===== config.mk =====
export PLATFORM = sky130hd
export DESIGN_NAME = axis_load_sweep_ctrl
export DESIGN_NICKNAME = d
export VERILOG_FILES = /design/src/rtl/axis_load_sweep_ctrl.sv
export SDC_FILE = /design/constraint.sdc
export NUM_CORES = 1
export LEC_CHECK = 0
export BUFFER_PORTS_ARGS = -buffer_cell sky130_fd_sc_hd__buf_2
export CAP_MARGIN = 20
export CORE_MARGIN = 10
export CORE_UTILIZATION = 25
export DETAILED_ROUTE_END_ITERATION = 7
export MAX_ROUTING_LAYER = met4
export SLEW_MARGIN = 20
export SYNTH_ARGS = -nofsm -noshare
export SYNTH_HDL_FRONTEND = slang
export SYNTH_SLANG_ARGS = --single-unit

===== constraint.sdc =====
create_clock -name clk -period 3 [get_ports clk]
set_clock_uncertainty 0.15 [all_clocks]
set_input_delay 0.3 -clock clk [delete_from_list [all_inputs] [get_ports clk]]
set_output_delay 0.3 -clock clk [all_outputs]
set_load 0.02 [all_outputs]

===== src/rtl/axis_load_sweep_ctrl.sv =====
// Load-sweep sequencer: steps the NoC traffic harness through a table of offered loads.
// Define AXIS_LOAD_SWEEP_ABORT_ON_ERROR_EN to end the sweep after the first errored point.
module axis_load_sweep_ctrl #(
  parameter int unsigned NUM_TG        = 4,
  parameter int unsigned NUM_LOADS     = 13,
  parameter int unsigned LOAD_WIDTH    = 16,
  parameter int unsigned COUNT_WIDTH   = 32,
  parameter int unsigned RESET_CYCLES  = 6,
  parameter int unsigned SETTLE_CYCLES = 5,
  parameter int unsigned ARM_CYCLES    = 6,
  parameter int unsigned DRAIN_CYCLES  = 3,
  parameter int unsigned TIMEOUT_WIDTH = 31
) (
  input  logic                            clk,
  input  logic                            rst_n,
  input  logic                            sweep_start,
  input  logic [NUM_LOADS*LOAD_WIDTH-1:0] load_table,
  input  logic [NUM_TG-1:0]               tg_done,
  input  logic [NUM_TG-1:0]               chk_error,
  input  logic [COUNT_WIDTH-1:0]          sum_sent,
  input  logic [COUNT_WIDTH-1:0]          sum_recv,
  output logic                            harness_rst_n,
  output logic [LOAD_WIDTH-1:0]           load,
  output logic [NUM_TG-1:0]               tg_start,
  output logic [$clog2(NUM_LOADS)-1:0]    load_idx,
  output logic                            point_valid,
  output logic                            point_timeout,
  output logic [NUM_TG-1:0]               point_error,
  output logic [TIMEOUT_WIDTH:0]          run_cycles,
  output logic                            busy,
  output logic                            sweep_done
);

  localparam int unsigned IdxW = $clog2(NUM_LOADS);
  localparam int unsigned CntW = TIMEOUT_WIDTH + 1;

  localparam logic [CntW-1:0] RstInit    = CntW'(RESET_CYCLES - 1);
  localparam logic [CntW-1:0] SettleInit = CntW'(SETTLE_CYCLES - 1);
  localparam logic [CntW-1:0] ArmLast    = CntW'(ARM_CYCLES - 1);
  localparam logic [CntW-1:0] DrainInit  = CntW'(DRAIN_CYCLES - 1);
  localparam logic [CntW-1:0] TimeoutLim = {1'b1, {TIMEOUT_WIDTH{1'b0}}};
  localparam logic [IdxW-1:0] LastIdx    = IdxW'(NUM_LOADS - 1);

  typedef enum logic [2:0] {
    StIdle, StRst, StSettle, StArm, StRun, StDrain, StReport, StDone
  } state_e;

  state_e                 state_q, state_d;
  logic [CntW-1:0]        cnt_q, cnt_d;
  logic [IdxW-1:0]        idx_q, idx_d;
  logic [LOAD_WIDTH-1:0]  load_q, load_d;
  logic [NUM_TG-1:0]      tg_q, tg_d;
  logic                   hrst_q, hrst_d;
  logic                   pv_q, pv_d;
  logic                   pto_q, pto_d;
  logic [NUM_TG-1:0]      perr_q, perr_d;
  logic [CntW-1:0]        runc_q, runc_d;
  logic                   busy_q, busy_d;
  logic                   done_q, done_d;
  logic [NUM_TG-1:0]      err_acc_q, err_acc_d;
  logic                   to_pend_q, to_pend_d;
  logic [CntW-1:0]        runc_pend_q, runc_pend_d;

  logic [LOAD_WIDTH-1:0]  table_entry [NUM_LOADS];
  logic [CntW-1:0]        run_inc;
  logic [IdxW-1:0]        idx_inc;
  logic                   complete;
  logic                   abort;

  for (genvar k = 0; k < NUM_LOADS; k++) begin : g_table
    assign table_entry[k] = load_table[k*LOAD_WIDTH +: LOAD_WIDTH];
  end

  always_comb begin
    state_d     = state_q;
    cnt_d       = cnt_q;
    idx_d       = idx_q;
    load_d      = load_q;
    tg_d        = tg_q;
    pto_d       = pto_q;
    perr_d      = perr_q;
    runc_d      = runc_q;
    err_acc_d   = err_acc_q;
    to_pend_d   = to_pend_q;
    runc_pend_d = runc_pend_q;

    // cnt counts ARM+RUN cycles upward; this is the count including the current cycle
    run_inc  = (cnt_q == '1) ? cnt_q : cnt_q + 1'b1;
    idx_inc  = idx_q + 1'b1;
    complete = (&tg_done) && (sum_sent == sum_recv);
`ifdef AXIS_LOAD_SWEEP_ABORT_ON_ERROR_EN
    abort = |perr_q;
`else
    abort = 1'b0;
`endif

    unique case (state_q)
      StIdle, StDone: begin
        if (sweep_start) begin
          state_d = StRst;
          cnt_d   = RstInit;
          idx_d   = '0;
          load_d  = table_entry[0];
        end
      end
      StRst: begin
        if (cnt_q == '0) begin
          state_d = StSettle;
          cnt_d   = SettleInit;
        end else begin
          cnt_d = cnt_q - 1'b1;
        end
      end
      StSettle: begin
        if (cnt_q == '0) begin
          state_d   = StArm;
          cnt_d     = '0;
          tg_d      = '1;
          err_acc_d = '0;
        end else begin
          cnt_d = cnt_q - 1'b1;
        end
      end
      StArm: begin
        cnt_d     = run_inc;
        err_acc_d = err_acc_q | chk_error;
        if (cnt_q == ArmLast) state_d = StRun;
      end
      StRun: begin
        err_acc_d = err_acc_q | chk_error;
        tg_d      = tg_q & ~tg_done;
        if (complete) begin
          state_d     = StDrain;
          cnt_d       = DrainInit;
          to_pend_d   = 1'b0;
          runc_pend_d = run_inc;
        end else if (run_inc >= TimeoutLim) begin
          state_d     = StDrain;
          cnt_d       = DrainInit;
          to_pend_d   = 1'b1;
          runc_pend_d = run_inc;
        end else begin
          cnt_d = run_inc;
        end
      end
      StDrain: begin
        err_acc_d = err_acc_q | chk_error;
        if (cnt_q == '0) begin
          state_d = StReport;
          pto_d   = to_pend_q;
          perr_d  = err_acc_q | chk_error;
          runc_d  = runc_pend_q;
        end else begin
          cnt_d = cnt_q - 1'b1;
        end
      end
      StReport: begin
        tg_d = '0;
        if (idx_q == LastIdx || abort) begin
          state_d = StDone;
        end else begin
          state_d = StRst;
          cnt_d   = RstInit;
          idx_d   = idx_inc;
          load_d  = table_entry[idx_inc];
        end
      end
      default: state_d = StIdle;
    endcase

    hrst_d = (state_d == StSettle) || (state_d == StArm) || (state_d == StRun) ||
             (state_d == StDrain) || (state_d == StReport);
    busy_d = (state_d != StIdle) && (state_d != StDone);
    done_d = (state_d == StDone);
    pv_d   = (state_d == StReport);
  end

  always_ff @(posedge clk or negedge rst_n) begin
    if (!rst_n) begin
      state_q     <= StIdle;
      cnt_q       <= '0;
      idx_q       <= '0;
      load_q      <= '0;
      tg_q        <= '0;
      hrst_q      <= 1'b0;
      pv_q        <= 1'b0;
      pto_q       <= 1'b0;
      perr_q      <= '0;
      runc_q      <= '0;
      busy_q      <= 1'b0;
      done_q      <= 1'b0;
      err_acc_q   <= '0;
      to_pend_q   <= 1'b0;
      runc_pend_q <= '0;
    end else begin
      state_q     <= state_d;
      cnt_q       <= cnt_d;
      idx_q       <= idx_d;
      load_q      <= load_d;
      tg_q        <= tg_d;
      hrst_q      <= hrst_d;
      pv_q        <= pv_d;
      pto_q       <= pto_d;
      perr_q      <= perr_d;
      runc_q      <= runc_d;
      busy_q      <= busy_d;
      done_q      <= done_d;
      err_acc_q   <= err_acc_d;
      to_pend_q   <= to_pend_d;
      runc_pend_q <= runc_pend_d;
    end
  end

  assign harness_rst_n = hrst_q;
  assign load          = load_q;
  assign tg_start      = tg_q;
  assign load_idx      = idx_q;
  assign point_valid   = pv_q;
  assign point_timeout = pto_q;
  assign point_error   = perr_q;
  assign run_cycles    = runc_q;
  assign busy          = busy_q;
  assign sweep_done    = done_q;

endmodule


==> results of run 1 <==
[state kept, by name, indices dropped and copies added (netlist names)]
name           count
busy               1
cnt_q             32
err_acc_q          4
harness_rst_n      1
load              16
load_idx           4
point_error        4
point_timeout      1
point_valid        1
run_cycles        32
runc_pend_q       32
state_q            3
sweep_done         1
tg_start           4
to_pend_q          1
[layer usage]
| metal | vias to the layer above | track usage |
|---|---|---|
| li1 | 4324 | - |
| met1 | 4531 | 0.182 |
| met2 | 366 | 0.312 |
| met3 | 60 | 0.0389 |
| met4 | 0 | 0.0580 |
| met5 | - | - |
[area by class of cell]
| type | count | area (sq um) |
|---|---|---|
| Multi-Input combinational cell | 708 | 5490 |
| Fill cell | 3783 | 23600 |
| Timing Repair Buffer | 467 | 2780 |
| Inverter | 17 | 63.8 |
| Tap cell | 468 | 586 |
| Antenna cell | 4 | 10.0 |
| Clock inverter | 13 | 121 |
| Sequential cell | 137 | 3430 |
| Clock buffer | 19 | 433 |
[per-stage QoR]
stage          hold slack [ns]  instance area (sq um)
2_1_floorplan           -0.146                   9250
3_3_place_gp             0.241                  12200
3_5_place_dp             0.239                  12200
4_1_cts                0.00320                  12800
5_1_grt                 0.0165                  12900
6_report                0.0158                  12900
[cell usage after synthesis, types with 9 or more instances]
library cell / n
xor2_1: 38
nor4_1: 12
mux2i_1: 19
a221oi_1: 16
nor2_1: 96
clkbuf_1: 47
buf_2: 12
nand4_1: 22
mux2_2: 53
inv_1: 16
nor3_1: 24
dfrtp_1: 137
or3_1: 9
xnor2_1: 21
o21ai_0: 63
a22o_1: 15
nand3_1: 30
nand2_1: 73
a21oi_1: 60
mux4_2: 49
[final timing paths]
path	to	slack, ns	depth (start not counted)
max reg2reg	cnt_q[25]	0.11	8
min	err_acc_q[2]	0.02	3
max in group asynchronous	run_cycles[0]	1.59	3
max	cnt_q[25]	0.11	8
min in group asynchronous	run_cycles[22]	0.30	2
min reg2reg	runc_pend_q[26]	0.33	2
[where the power goes]
group | leakage, nW | internal, W | total [W] | switching, W
Combinational | 4.12 | 0.00218 | 0.00472 | 0.00254
Sequential | 1.76 | 0.00213 | 0.00237 | 0.000238
Clock | 0.268 | 0.00115 | 0.00203 | 0.000884
Total | 6.15 | 0.00546 | 0.00913 | 0.00366
[worst max-delay path, stage by stage, from the launching register on]
cell and delay (ns):
dfrtp_2 0.44, or4_4 0.57, nor4_4 0.31, nand3_2 0.16
a221o_2 0.41, o22ai_4 0.30, clkbuf_16 0.23, o21bai_1 0.11
a221o_1 0.15
[what timing repair did]
action                     in CTS  in global routing
setup endpoints to repair       0                 33
hold buffers                    2                  0
hold endpoints to repair       66                  0
resized for setup               0                 18
buffers inserted                0                  5
[logic make-up after synthesis]
family          Yosys count  synth area share
buf+inv                  92            0.0440
fa+ha+maj                 5           0.00679
compound gates          214             0.151
xor+xnor                 59            0.0561
mux                     121             0.205
simple gates            309             0.165
flops                   137             0.372
==> impl_metrics.env, run 1 <==
export IMPL_die_y_um=212
export IMPL_syn_area_per_cell_sq_um=9.84
export IMPL_p_total_w=0.00913
export IMPL_status="complete, no violations"
export IMPL_syn_to_final_growth_pct=40.1
export IMPL_cp_arrival_ns=3.11
export IMPL_grt_max_degree=71
export IMPL_synth_async_reset_ratio=1.00
export IMPL_hold_class="in -> reg"
export IMPL_critPathCaptureType="flip-flop"
export IMPL_synth_top_cell_area_share=0.372
export IMPL_relSlewSlack=0.309
export IMPL_wl_met3_um=2300
export IMPL_pre_cts_slack_ns=0.0379
export IMPL_setup_violations_final=0
export IMPL_clock_sink_count=137
export IMPL_worst_r2r_startpoint="cnt_q[8]"
export IMPL_grtUsageTotal=0.172
export IMPL_ys_warnings_count=0
export IMPL_final_min_clock_period_ns=2.89
export IMPL_vias=9281
export IMPL_cp_startpoint="cnt_q[8]"
export IMPL_dpl_hpwl_um=31500
export IMPL_netlist_area_sq_mm=0.00922
export IMPL_numCtsBuffers=17
export IMPL_nets=1636
export IMPL_postRouteAntennaNets=0
export IMPL_totalWireLength_um=38600
export IMPL_start_kind="flip-flop"
export IMPL_htree_num_levels=4
export IMPL_ys_ff_latch=137
export IMPL_path_clk_slew_ns=0.07
export IMPL_final_cell_mix="buf_2, dfrtp_1, buf_4, nor2_1, nand2_1"
export IMPL_rows=70
export IMPL_dieWidth_um=212
export IMPL_synth_cells=937
export IMPL_min_from="chk_error[2]"
export IMPL_cap_violations=0
export IMPL_synth_cell_types=68
export IMPL_vias_per_cell=5.06
export IMPL_drive_gt1_frac=0.467
export IMPL_synth_ff_type="dfrtp_1"
export IMPL_setup_ws_ns=0.114
export IMPL_setup_worst_path_class="reg -> reg"
export IMPL_synth_area_top_cells="dfrtp_1, mux4_2, mux2_2"
export IMPL_cts_root_buf="clkbuf_16"
export IMPL_dr_wl_met2_um=20600
export IMPL_peakVddDrop_mv=0.417
export IMPL_cts_tree="done"
export IMPL_dpl_cell_count=1788
export IMPL_period_share=0.962
export IMPL_grt_antenna_before_repair=7
export IMPL_grt_pass1_wl_um=57900
export IMPL_first_iter_violations=636
export IMPL_final_common_cell="buf_2"
export IMPL_synth_edff_count=0
export IMPL_power_density_mw_per_mm2=707
export IMPL_fin_cells=1833
export IMPL_path_max_fanout=8
export IMPL_tightest_slew_ns=1.03
export IMPL_highest_layer="met4"
export IMPL_fin_setup_tns_ns=0
export IMPL_floorplan_initialDensity=0.252
export IMPL_coreArea_sq_mm=0.0365
export IMPL_synth_top_cell_by_area="dfrtp_1"
export IMPL_die_area_sq_mm=0.0449
export IMPL_clockBufferDepth=2
export IMPL_hold_viol_final=0
export IMPL_p_leak_nw=6.15
export IMPL_rsz0062_at_grt="false"
export IMPL_grt_overflow_total=0
export IMPL_insertion_delay_ns=0.44
export IMPL_post_drt_wl_per_cell_um=21.1
export IMPL_crit_required_ns=3.22
export IMPL_maxSlewViolCount=0
export IMPL_io_pins=348
export IMPL_syn_nets=1225
export IMPL_drc=0
export IMPL_post_route_util=0.354
export IMPL_max_freq_ghz=0.346
export IMPL_io_buffers=347
export IMPL_wl_met1_um=14600
export IMPL_firstDrtPassIters=5
export IMPL_place_gp_congestion=0.899
export IMPL_grt_pass1_vias=9896
export IMPL_ys_seq_area_frac=0.372
Power figures use the tool's default switching activity.
==> run 2, diff against run 1 <==
- ABC_AREA: unset -> 1
==> impl_metrics.env, run 2 <==
export IMPL_fin_setup_tns_ns=0
export IMPL_grt_antenna_before_repair=10
export IMPL_r2r_end="cnt_q[17]"
export IMPL_netlist_area_sq_mm=0.0104
export IMPL_firstDrtPassIters=6
export IMPL_postRouteAntennaNets=0
export IMPL_ys_warnings_count=0
export IMPL_post_drt_wl_per_cell_um=19.4
export IMPL_rsz0062_at_grt="false"
export IMPL_io_pins=348
export IMPL_hold_slack_ns=0.0192
export IMPL_syn_area_per_cell_sq_um=6.52
export IMPL_synth_top_cell_area_share=0.330
export IMPL_synth_cells=1596
export IMPL_worst_r2r_startpoint="cnt_q[0]"
export IMPL_clock_sink_count=137
export IMPL_synth_ff_type="dfrtp_1"
export IMPL_grt_max_degree=97
export IMPL_totalWireLength_um=47800
export IMPL_ys_seq_area_frac=0.330
export IMPL_min_from="chk_error[0]"
export IMPL_gr_usage_met2=0.284
export IMPL_cp_arrival_ns=2.78
export IMPL_p_leak_nw=6.84
export IMPL_ys_ff_latch=137
export IMPL_start_kind="flip-flop"
export IMPL_nets=2197
export IMPL_clockBufferDepth=2
export IMPL_cts_root_buf="clkbuf_16"
export IMPL_floorplan_initialDensity=0.254
export IMPL_syn_to_final_growth_pct=27.9
export IMPL_tightest_slew_ns=0.744
export IMPL_grtUsageTotal=0.188
export IMPL_maxSlewViolCount=0
export IMPL_synth_top_cells_by_count="nand2_1, nor2_1, o21ai_0"
export IMPL_postCtsSetupBuffers=0
export IMPL_whs_endpoint="err_acc_q[0]"
export IMPL_path_max_fanout=28
export IMPL_synth_top_cell_by_area="dfrtp_1"
export IMPL_dpl_hpwl_um=38100
export IMPL_synth_async_reset_ratio=1.00
export IMPL_worstRegToRegCells=14
export IMPL_hold_viol_final=0
export IMPL_vias_per_cell=4.79
export IMPL_grt_pass1_vias=11300
export IMPL_power_density_mw_per_mm2=612
export IMPL_io_buffers=347
export IMPL_period_share=0.873
export IMPL_cts_tree="done"
export IMPL_grt_pass1_wl_um=71000
export IMPL_multi_input_area_sq_mm=0.00591
export IMPL_final_common_cell="nand2_1"
export IMPL_final_min_clock_period_ns=2.62
export IMPL_dieWidth_um=224
export IMPL_cts_resized=0
export IMPL_insertion_delay_ns=0.43
export IMPL_crit_required_ns=3.16
export IMPL_register_area_sq_mm=0.00343
export IMPL_max_freq_ghz=0.382
export IMPL_use_met1=0.242
export IMPL_place_gp_congestion=0.985
export IMPL_numCtsBuffers=17
export IMPL_first_iter_violations=1215
export IMPL_die_area_sq_mm=0.0502
export IMPL_drive_gt1_frac=0.256
export IMPL_syn_nets=1884
export IMPL_synth_edff_count=0
export IMPL_coreArea_sq_mm=0.0410
export IMPL_rows=74
export IMPL_synth_area_top_cells="dfrtp_1, nand2_1, o21ai_0"
export IMPL_busiest_layer="met2"
export IMPL_r2r_setup_slack_ns=0.38
export IMPL_synth_cell_types=43
export IMPL_status="complete, no violations"
export IMPL_grt_overflow_total=0
export IMPL_n_fill_cell=4484
export IMPL_relSlewSlack=0.504
export IMPL_cap_violations=0
export IMPL_path_clk_slew_ns=0.07
export IMPL_setup_worst_path_class="reg -> reg"
export IMPL_synth_most_common_cell="nand2_1"
export IMPL_critPathCaptureType="flip-flop"
export IMPL_holdPathStages=3
export IMPL_grt_use_met3=0.0554
export IMPL_hold_class="in -> reg"
export IMPL_final_cell_mix="nand2_1, buf_2, nor2_1, o21ai_0, inv_1"
export IMPL_htree_num_levels=4
export IMPL_vias=11800
export IMPL_setup_violations_final=0
export IMPL_drc=0
export IMPL_peakVddDrop_mv=0.437
export IMPL_die_y_um=224
-- run 2: worst max-delay path by stage --
| stage | endpoint | slack [ns] | startpoint |
|---|---|---|---|
| after floorplan | load[1] | 0.24 | load_idx[0] |
| after detailed placement | cnt_q[12] | 0.41 | cnt_q[0] |
| after global routing | cnt_q[19] | 0.12 | cnt_q[1] |
| final | cnt_q[17] | 0.38 | cnt_q[0] |
| after CTS | cnt_q[20] | 0.39 | cnt_q[0] |
| after global placement | cnt_q[14] | 0.49 | cnt_q[0] |
-- run 2: metal layers --
layer,share of wire,vias up
met5,0,-
met4,0.011,0
met3,0.085,29
met2,0.46,404
met1,0.44,5593
li1,-,5771
-- run 2: layout make-up --
| class | instances | area share |
|---|---|---|
| Multi-Input combinational cell | 1218 | 0.444 |
| Clock buffer | 19 | 0.0333 |
| Timing Repair Buffer | 381 | 0.157 |
| Tap cell | 532 | 0.0500 |
| Sequential cell | 137 | 0.258 |
| Antenna cell | 10 | 0.00188 |
| Inverter | 154 | 0.0434 |
| Clock inverter | 11 | 0.0129 |
-- run 2: kinds of logic (layout without fill, tap and decap cells) --
family,Yosys count,in the layout,synth area share
simple gates,870,870,0.355
buf+inv,241,565,0.103
other cells,0,10,0
xor+xnor,53,53,0.0446
flops,137,137,0.330
compound gates,290,290,0.162
fa+ha+maj,5,5,0.00601
-- run 2: metrics by stage --
stage	std cells	util	total power, W	cell area (sq um)	setup slack [ns]
6_report	2462	0.325	0.00814	13300	0.380
5_1_grt	2461	0.324	0.00875	13300	0.119
4_1_cts	2452	0.324	0.00819	13300	0.388
3_5_place_dp	2419	0.308	0.00584	12600	0.406
3_3_place_gp	2419	0.308	0.00585	12600	0.487
2_1_floorplan	1596	-	0.00473	10400	0.237
-- run 2: power by group --
part	internal, W	switching [W]
combinational	0.00112	0.00205
clock	0.00141	0.000879
sequential	0.00215	0.000531
-- run 2: repair_timing --
action | 4_1_cts | 5_1_grt
hold buffers | 3 | 0
endpoints found under the setup margin | 0 | 0
hold endpoints to repair | 71 | 0
-- run 2: critical path: stages (launching register included) --
cell and delay (ns):
dfrtp_1 0.44, ha_1 0.24, nand2_1 0.11, nor2_4 0.15
nand2_4 0.11, nor2_8 0.18, nand3_4 0.20, nand3_2 0.16
nand2_4 0.07, nand3_1 0.12, nand2_4 0.24, nand2_1 0.14
nand2_1 0.05, nand2_1 0.05, nand2_1 0.05
==> run 3, diff against run 2 <==
- CELL_PAD_IN_SITES_DETAIL_PLACEMENT: unset -> 1
- CELL_PAD_IN_SITES_GLOBAL_PLACEMENT: unset -> 1
- PLACE_DENSITY_LB_ADDON: unset -> 0.1
==> impl_metrics.env, run 3 (synthesized netlist as in run 2, its figures left out) <==
export IMPL_worst_r2r_startpoint="cnt_q[1]"
export IMPL_cts_root_buf="clkbuf_16"
export IMPL_crit_required_ns=3.16
export IMPL_internal_power_w=0.00458
export IMPL_wl_met1_um=21400
export IMPL_final_common_cell="nand2_1"
export IMPL_crit_family="simple AND/OR/NAND/NOR gates"
export IMPL_grt_pass1_vias=12300
export IMPL_r2r_end="cnt_q[31]"
export IMPL_p_leak_nw=6.98
export IMPL_postRouteAntennaNets=0
export IMPL_io_pins=348
export IMPL_seq_power_share=0.300
export IMPL_hold_slack_ns=0.0567
export IMPL_grt_overflow_total=0
export IMPL_io_buffers=347
export IMPL_die_area_sq_mm=0.0502
export IMPL_highest_layer="met4"
export IMPL_vias=11800
export IMPL_final_min_clock_period_ns=2.71
export IMPL_grt_max_degree=102
export IMPL_start_kind="flip-flop"
export IMPL_totalWireLength_um=49300
export IMPL_pre_cts_slack_ns=0.132
export IMPL_critPathBufInv=3
export IMPL_setup_violations_final=0
export IMPL_sw_frac_of_total=0.437
export IMPL_tightest_slew_ns=0.966
export IMPL_die_y_um=224
export IMPL_worstRegToRegCells=13
export IMPL_path_clk_slew_ns=0.06
export IMPL_r2r_setup_slack_ns=0.29
export IMPL_clockBufferDepth=2
export IMPL_grt_pass1_wl_um=75100
export IMPL_grt_antenna_before_repair=6
export IMPL_relSlewSlack=0.356
export IMPL_numCtsBuffers=17
export IMPL_wl_met3_um=2430
export IMPL_whs_endpoint="load[12]"
export IMPL_coreArea_sq_mm=0.0410
export IMPL_holdPathStages=5
export IMPL_maxSlewViolCount=0
export IMPL_crit_path_max_incr_delay_ns=0.43
export IMPL_vias_per_cell=4.72
export IMPL_cts_tree="done"
export IMPL_max_freq_ghz=0.369
export IMPL_cp_cell_sequence="inv_1 -> ha_1 -> nand3_4 -> nor2_4 -> buf_4 -> nand4_2 -> o21ai_1 -> nand2_1 -> buf_4 -> nand3_1 -> o21ai_0 -> nand2_1 -> o21ai_0"
export IMPL_dieWidth_um=224
export IMPL_setup_worst_path_class="reg -> reg"
export IMPL_setup_ws_ns=0.291
export IMPL_post_route_util=0.329
export IMPL_cp_arrival_ns=2.87
export IMPL_dpl_hpwl_um=39300
export IMPL_p_switching_w=0.00355
export IMPL_hold_viol_final=0
export IMPL_drc=0
export IMPL_min_from="load_table[12]"
export IMPL_nets=2230
export IMPL_combPwrFrac=0.457
export IMPL_first_iter_violations=642
export IMPL_cp_startpoint="cnt_q[1]"
export IMPL_fin_setup_tns_ns=0
export IMPL_insertion_delay_ns=0.45
export IMPL_grtUsageTotal=0.197
export IMPL_fin_cells=2492
export IMPL_clock_sink_count=137
export IMPL_final_cell_mix="nand2_1, buf_2, nor2_1, o21ai_0, inv_1"
export IMPL_drive_gt1_frac=0.268
export IMPL_power_density_mw_per_mm2=603
export IMPL_hold_class="in -> reg"
export IMPL_place_gp_congestion=0.854
export IMPL_syn_to_final_growth_pct=29.6
export IMPL_peakVddDrop_mv=0.455
export IMPL_crit_slowest_cell="dfrtp_1"
export IMPL_rsz0062_at_grt="false"
export IMPL_p_clk_frac=0.243
export IMPL_period_share=0.903
export IMPL_dpl_cell_count=2449
export IMPL_rows=74
export IMPL_post_drt_wl_per_cell_um=19.8
export IMPL_path_max_fanout=29
export IMPL_critPathCaptureType="flip-flop"
export IMPL_cap_violations=0
export IMPL_htree_num_levels=4
export IMPL_status="complete, no violations"
export IMPL_dr_wl_met2_um=24900
export IMPL_floorplan_initialDensity=0.254
export IMPL_firstDrtPassIters=5
==> run 3: changes by cell type in the layout (fill, tap and decap cells not counted), moves of 2 or more <==
cell and change:
clkinv_2 +3, bufinv_16 -4, dlygate4sd3_1 +3, clkinvlp_4 -2
buf_4 +29, diode_2 -5, clkbuf_1 +2, inv_6 +2
==> run 3: worst reg2reg max path, cell delays in order, from the launching register on <==
cell and delay [ns]:
dfrtp_1 0.43, inv_1 0.14, ha_1 0.25, nand3_4 0.12, nor2_4 0.13, buf_4 0.19
nand4_2 0.18, o21ai_1 0.28, nand2_1 0.08, buf_4 0.27, nand3_1 0.14, o21ai_0 0.08
nand2_1 0.06, o21ai_0 0.07
==> run 3: worst max-delay path by stage <==
stage	slack, ns	to	cells past startpoint
after detailed placement	0.13	cnt_q[0]	13
after floorplan	0.24	load[1]	13
after CTS	0.09	cnt_q[0]	13
after global routing	0.04	cnt_q[15]	14
final	0.29	cnt_q[31]	13
after global placement	0.17	cnt_q[0]	13
==> run 3: repair_timing <==
item	CTS	global route
setup endpoints to repair	0	16
setup buffers	0	0
hold endpoints to repair	60	0
hold buffers	6	0
gates resized for setup	0	2
==> run 3: cell type report <==
type | count | area [sq um]
clock inverter | 10 | 68.8
antenna | 5 | 12.5
sequential | 137 | 3430
tap | 532 | 666
inverter | 154 | 578
multi-input combinational | 1218 | 5910
timing repair buffer | 414 | 2350
clock buffer | 22 | 464
fill | 5344 | 27500
==> run 3: layer usage <==
layer | vias to the layer above | global-route usage
met5 | - | -
met4 | 0 | 0.0412
met3 | 30 | 0.0345
met2 | 225 | 0.340
met1 | 5671 | 0.237
li1 | 5827 | -
==> run 3: power groups by stage <==
stage | Sequential [W] | Clock, W | Combinational, W
4_1_cts | 0.00244 | 0.00204 | 0.00377
5_1_grt | 0.00249 | 0.00211 | 0.00419
3_3_place_gp | 0.00246 | 0 | 0.00372
3_5_place_dp | 0.00247 | 0 | 0.00374
2_1_floorplan | 0.00252 | 0 | 0.00220
6_report | 0.00244 | 0.00198 | 0.00371
==> run 3: through the flow <==
stage | power [W] | cell area [sq um]
3_3_place_gp | 0.00617 | 12900
5_1_grt | 0.00879 | 13500
6_report | 0.00813 | 13500
2_1_floorplan | 0.00473 | 10400
4_1_cts | 0.00826 | 13500
3_5_place_dp | 0.00620 | 12900
